### src/rtl/led_sequencer.sv
// LED sequencer: drives one LED as OFF, ON, continuous BLINK or a counted BURST of blinks.
// Latency: o_led, o_busy and o_done are registered and reflect the configuration from the accepting edge.
// Backpressure: o_cfg_ready is low only while a BURST runs; configuration offered then is dropped, not queued.
//
// Ports:
//   i_clk, i_reset               clock, asynchronous active-high reset
//   i_cfg_valid / o_cfg_ready    configuration handshake
//   i_cfg_mode                   0 OFF, 1 ON, 2 BLINK, 3 BURST
//   i_cfg_count                  number of blinks in BURST mode
//   i_cfg_half                   half-period in cycles (0 behaves as 1)
//   o_led, o_busy, o_done        LED drive, burst in progress, one-cycle burst-complete pulse
module led_sequencer #(
  parameter int WIDTH = 12
) (
  input  logic             i_clk,
  input  logic             i_reset,
  input  logic             i_cfg_valid,
  output logic             o_cfg_ready,
  input  logic [1:0]       i_cfg_mode,
  input  logic [3:0]       i_cfg_count,
  input  logic [WIDTH-1:0] i_cfg_half,
  output logic             o_led,
  output logic             o_busy,
  output logic             o_done
);

  typedef enum logic [1:0] {
    ST_IDLE  = 2'd0,
    ST_SOLID = 2'd1,
    ST_HIGH  = 2'd2,
    ST_LOW   = 2'd3
  } state_t;

  localparam logic [WIDTH-1:0] ONE = {{(WIDTH-1){1'b0}}, 1'b1};
  localparam logic [3:0]       CNT_ONE = 4'd1;

  state_t           state;
  logic [WIDTH-1:0] timer;
  logic [WIDTH-1:0] reload;      // half-1, stored so every phase reload uses the accepted value
  logic [3:0]       blinks;      // blinks remaining, including the one in progress
  logic             burst;       // active blink sequence is a counted BURST
  logic             accept;
  logic [WIDTH-1:0] cfg_reload;

  assign accept = i_cfg_valid && o_cfg_ready;

  // A half-period of 0 is treated as 1, so both map to a reload value of 0.
  assign cfg_reload = (i_cfg_half == '0) ? '0 : (i_cfg_half - ONE);

  always_ff @(posedge i_clk or posedge i_reset) begin
    if (i_reset) begin
      state       <= ST_IDLE;
      timer       <= '0;
      reload      <= '0;
      blinks      <= '0;
      burst       <= 1'b0;
      o_led       <= 1'b0;
      o_busy      <= 1'b0;
      o_done      <= 1'b0;
      o_cfg_ready <= 1'b1;
    end else begin
      o_done <= 1'b0;
      if (accept) begin
        case (i_cfg_mode)
          2'd0: begin
            state       <= ST_IDLE;
            o_led       <= 1'b0;
            o_busy      <= 1'b0;
            o_cfg_ready <= 1'b1;
            burst       <= 1'b0;
          end
          2'd1: begin
            state       <= ST_SOLID;
            o_led       <= 1'b1;
            o_busy      <= 1'b0;
            o_cfg_ready <= 1'b1;
            burst       <= 1'b0;
          end
          2'd2: begin
            // A re-accept during BLINK lands here too and discards the partial phase.
            state       <= ST_HIGH;
            timer       <= cfg_reload;
            reload      <= cfg_reload;
            o_led       <= 1'b1;
            o_busy      <= 1'b0;
            o_cfg_ready <= 1'b1;
            burst       <= 1'b0;
          end
          default: begin
            if (i_cfg_count == 4'd0) begin
              // Empty burst completes immediately without lighting the LED.
              state       <= ST_IDLE;
              o_led       <= 1'b0;
              o_busy      <= 1'b0;
              o_done      <= 1'b1;
              o_cfg_ready <= 1'b1;
              burst       <= 1'b0;
            end else begin
              state       <= ST_HIGH;
              timer       <= cfg_reload;
              reload      <= cfg_reload;
              blinks      <= i_cfg_count;
              o_led       <= 1'b1;
              o_busy      <= 1'b1;
              o_cfg_ready <= 1'b0;
              burst       <= 1'b1;
            end
          end
        endcase
      end else if (state == ST_HIGH || state == ST_LOW) begin
        if (timer != '0) begin
          timer <= timer - ONE;
        end else begin
          timer <= reload;
          if (state == ST_HIGH) begin
            state <= ST_LOW;
            o_led <= 1'b0;
          end else if (burst && blinks == CNT_ONE) begin
            // End of the last LOW phase: burst complete.
            state       <= ST_IDLE;
            o_led       <= 1'b0;
            o_busy      <= 1'b0;
            o_done      <= 1'b1;
            o_cfg_ready <= 1'b1;
            burst       <= 1'b0;
            blinks      <= '0;
          end else begin
            state <= ST_HIGH;
            o_led <= 1'b1;
            if (burst) begin
              blinks <= blinks - CNT_ONE;
            end
          end
        end
      end
    end
  end

endmodule

### config.mk
export PLATFORM = sky130hd
export DESIGN_NAME = led_sequencer
export DESIGN_NICKNAME = d
export VERILOG_FILES = /design/src/rtl/led_sequencer.sv
export SDC_FILE = /design/constraint.sdc
export NUM_CORES = 1
export LEC_CHECK = 0
export CAP_MARGIN = 15
export CORE_MARGIN = 5
export CORE_UTILIZATION = 55
export CTS_BUF_LIST = sky130_fd_sc_hd__clkbuf_16
export CTS_CLUSTER_DIAMETER = 100
export DETAILED_ROUTE_END_ITERATION = 6
export HOLD_SLACK_MARGIN = 0.1
export MAX_ROUTING_LAYER = met4
export PLACE_DENSITY = 0.83
export SYNTH_ARGS = -nofsm -noshare
export SYNTH_HDL_FRONTEND = slang
export SYNTH_SLANG_ARGS = --single-unit
### constraint.sdc
create_clock -name i_clk -period 3.06 [get_ports i_clk]
set_input_delay 0.306 -clock i_clk [delete_from_list [all_inputs] [get_ports i_clk]]
set_output_delay 0.306 -clock i_clk [all_outputs]
set_load 0.05 [all_outputs]
==> flow_summary_export.csv <==
group,metric,value,unit
sta,setup_viol,0,
sta,worst_clock_skew,0.00567,ns
worst_setup_path,worstPathCellList,"clkdlybuf4s50_1 > nor3_1 > and4b_1 > or2_0 > nor2_1 > a211o_1",
yosys,synth_edf_count,0,
yosys,synth_cell_types,50,
drt,routed_wl,5.08,mm
cts,ctsResizeCount,0,
global_routing,grt.overflow.total,0,
sta,tightestPinTransition,0.662,ns
cts,hold_buffers,0,
yosys,yosys_most_used_dff,"dfrtp_1",
global_routing,grt_max_degree,35,
cts,clock_path_buffers,2,
cts,cts.clk_slew.worst_paths,0.05,ns
die,die_width,73.2,um
layout,diodes,0,
sta,fin_crit_sh,0.768,
yosys,syn-num-nets,277,
sta,relSlewSlack,0.554,
worst_setup_path,crit_path_start,"i_cfg_half[2]",
yosys,ys_ff_latch,34,
drt,route.detailed.drc,0,
yosys,synth_top_cell_area_share,0.375,
yosys,yosys_warnings,0,
worst_setup_path,critPathMaxFanout,9,
placement,hpwl,3.75,mm
global_routing,grt_first_pass_wirelength,8.87,mm
pwr,cellPowerDensity,375,nW/um2
global_routing,antenna_found_initial,0,
worst_setup_path,cp_slowest_stage_delay,0.50,ns
yosys,yosysMostFrequentCell,"dfrtp_1",
yosys,ys_seq_area_frac,0.387,
pwr,p_leak,1.19,nW
layout,drive_gt1_frac,0.0509,
die,coreArea,3940,um2
sta,rsz0062_at_grt,"no",
drt,wire_per_inst,15.6,um
yosys,yosys-top-cells-count,"33 x dfrtp_1, 26 x nand2_1, 25 x nor2_1, 18 x o21ai_0, 13 x inv_1",
pwr,vdd_ir_drop_max,0.268,mV
worst_setup_path,critPathCaptureType,"flip-flop",
worst_setup_path,worst_ep_arrival_time,2.51,ns
worst_setup_path,criticalPathCategory,"in2reg",
placement,gp_routability_congestion,0.859,
placement,port_buffers,24,
yosys,synth.cell_area,2200,um2
drt,drtIter0Drc,167,
cts,cts_root_buf,"clkbuf_16",
yosys,post_synth.cell_area_avg,8.94,um2
sta,drv_slew,0,
outcome,status,"complete, no violations",
die,die_h,73.2,um
cts,cts_tree,"yes",
die,start_util,0.558,
global_routing,grt.total_usage,0.220,
sta,fin_ws,0.709,ns
yosys,synthTopCellsByArea,"dfrtp_1 38%, ha_1 5.7%, nand2_1 4.4%",
worst_setup_path,slowest_stage,"nor3_1",
sta,finalCriticalPeriod,2.35,ns
drt,antenna_left,0,
die,dieArea,5360,um2
worst_setup_path,crit_required,3.22,ns
drt,dr.pass1.iters,4,
worst_setup_path,timing.rr.start,"timer[3]",
worst_hold_path,hp-class,"in2async",
layout,post-route-util,0.670,
cts,clk-insertion-delay-late,0.28,ns
yosys,syn_inst,246,
layout,nets,305,
die,boundaryPins,25,
flow_run,maxCapViolations,0,
global_routing,grt_pass1_vias,1916,
placement,post-place-ws,0.465,ns
cts,post_cts_buffers,0,
cts,cts_inserted_buffers,5,
die,rows,23,
drt,vias_per_cell,6.00,
worst_setup_path,cp-start-kind,"input port",
yosys,synthArstFlopShare,1.00,
cts,clock-sinks,34,
layout,areaGrowthSynthToFinish,20.1,%
cts,h-tree-depth,2,
drt,vias,1950,
sta,max_freq,425,MHz
sta,fin_tns_setup,0,ns
yosys,yosysTopAreaCell,"dfrtp_1",
sta,hold_viol,0,
[registers in the layout (all words and copies together), names as in the netlist]
signal	count
timer	12
state	2
blinks	4
o_cfg_ready	1
burst	1
o_done	1
reload	12
o_led	1
[routing by layer]
| layer | track usage | up-vias | wire [um] |
|---|---|---|---|
| met5 | - | - | 0 |
| li1 | - | 962 | - |
| met3 | 0.0455 | 11 | 270 |
| met4 | 0.0779 | 0 | 97 |
| met1 | 0.280 | 922 | 2310 |
| met2 | 0.345 | 55 | 2400 |
[path summary, 6_finish.rpt]
kind	to	slack [ns]	depth (start not counted)
max	timer[11]	0.71	6
max reg2reg	blinks[1]	0.95	5
max in group asynchronous	o_cfg_ready	2.29	3
min	timer[5]	0.43	3
min in group i_clk	reload[6]	0.47	1
min reg2reg	reload[6]	0.47	1
[layout by cell type (no fill, tap or decap), drive strengths merged, types with 8 or more instances in the layout]
master          n
o21ai          19
ha             10
xor2            9
nand2          26
dfrtp          33
xnor2           8
inv            13
nor2           25
a21oi           9
clkdlybuf4s50  24
[power breakdown]
part / total, mW / switching, mW / leakage, nW / internal (mW)
sequential: 0.450 / 0 / 0.445 / 0.450
clock: 0.470 / 0.178 / 0.0663 / 0.292
combinational: 0.0702 / 0.0358 / 0.680 / 0.0344
[cell families (layout without fill, tap and decap cells)]
group                      Yosys count  count (layout)  synth area share
buffers and inverters               21              50            0.0381
xor gates and xnor gates            17              17            0.0677
DFF                                 34              34             0.387
AOI/OAI and AO/OA                   69              69             0.214
adders and majority gates           10              10            0.0569
and+or+nand+nor                     93              93             0.226
muxes                                2               2           0.00910
[per-stage QoR]
stage | hold WS (ns) | power, mW | cells | cell area [um2]
finish | 0.430 | 0.991 | 325 | 2640
CTS | 0.450 | 0.997 | 325 | 2640
global route | 0.481 | 1.03 | 325 | 2640
detailed placement | 0.466 | 0.528 | 317 | 2500
global placement | 0.462 | 0.528 | 317 | 2500
floorplan | 0.418 | 0.485 | 246 | 2200
[area by class of cell]
type / instances / area (um2)
Clock inverter: 3 / 11.3
Clock buffer: 5 / 125
Sequential cell: 34 / 852
Multi-Input combinational cell: 191 / 1260
Tap cell: 50 / 62.6
Inverter: 13 / 48.8
Fill cell: 300 / 1300
Timing Repair Buffer: 29 / 278
[critical path: cells and delay by family]
kind / cells / cell delay (ns)
AO/OA/AOI/OAI: 1 / 0.29
AND/OR/NAND/NOR: 4 / 1.44
buffers and inverters: 1 / 0.48
(Power assumes the default switching activity.)
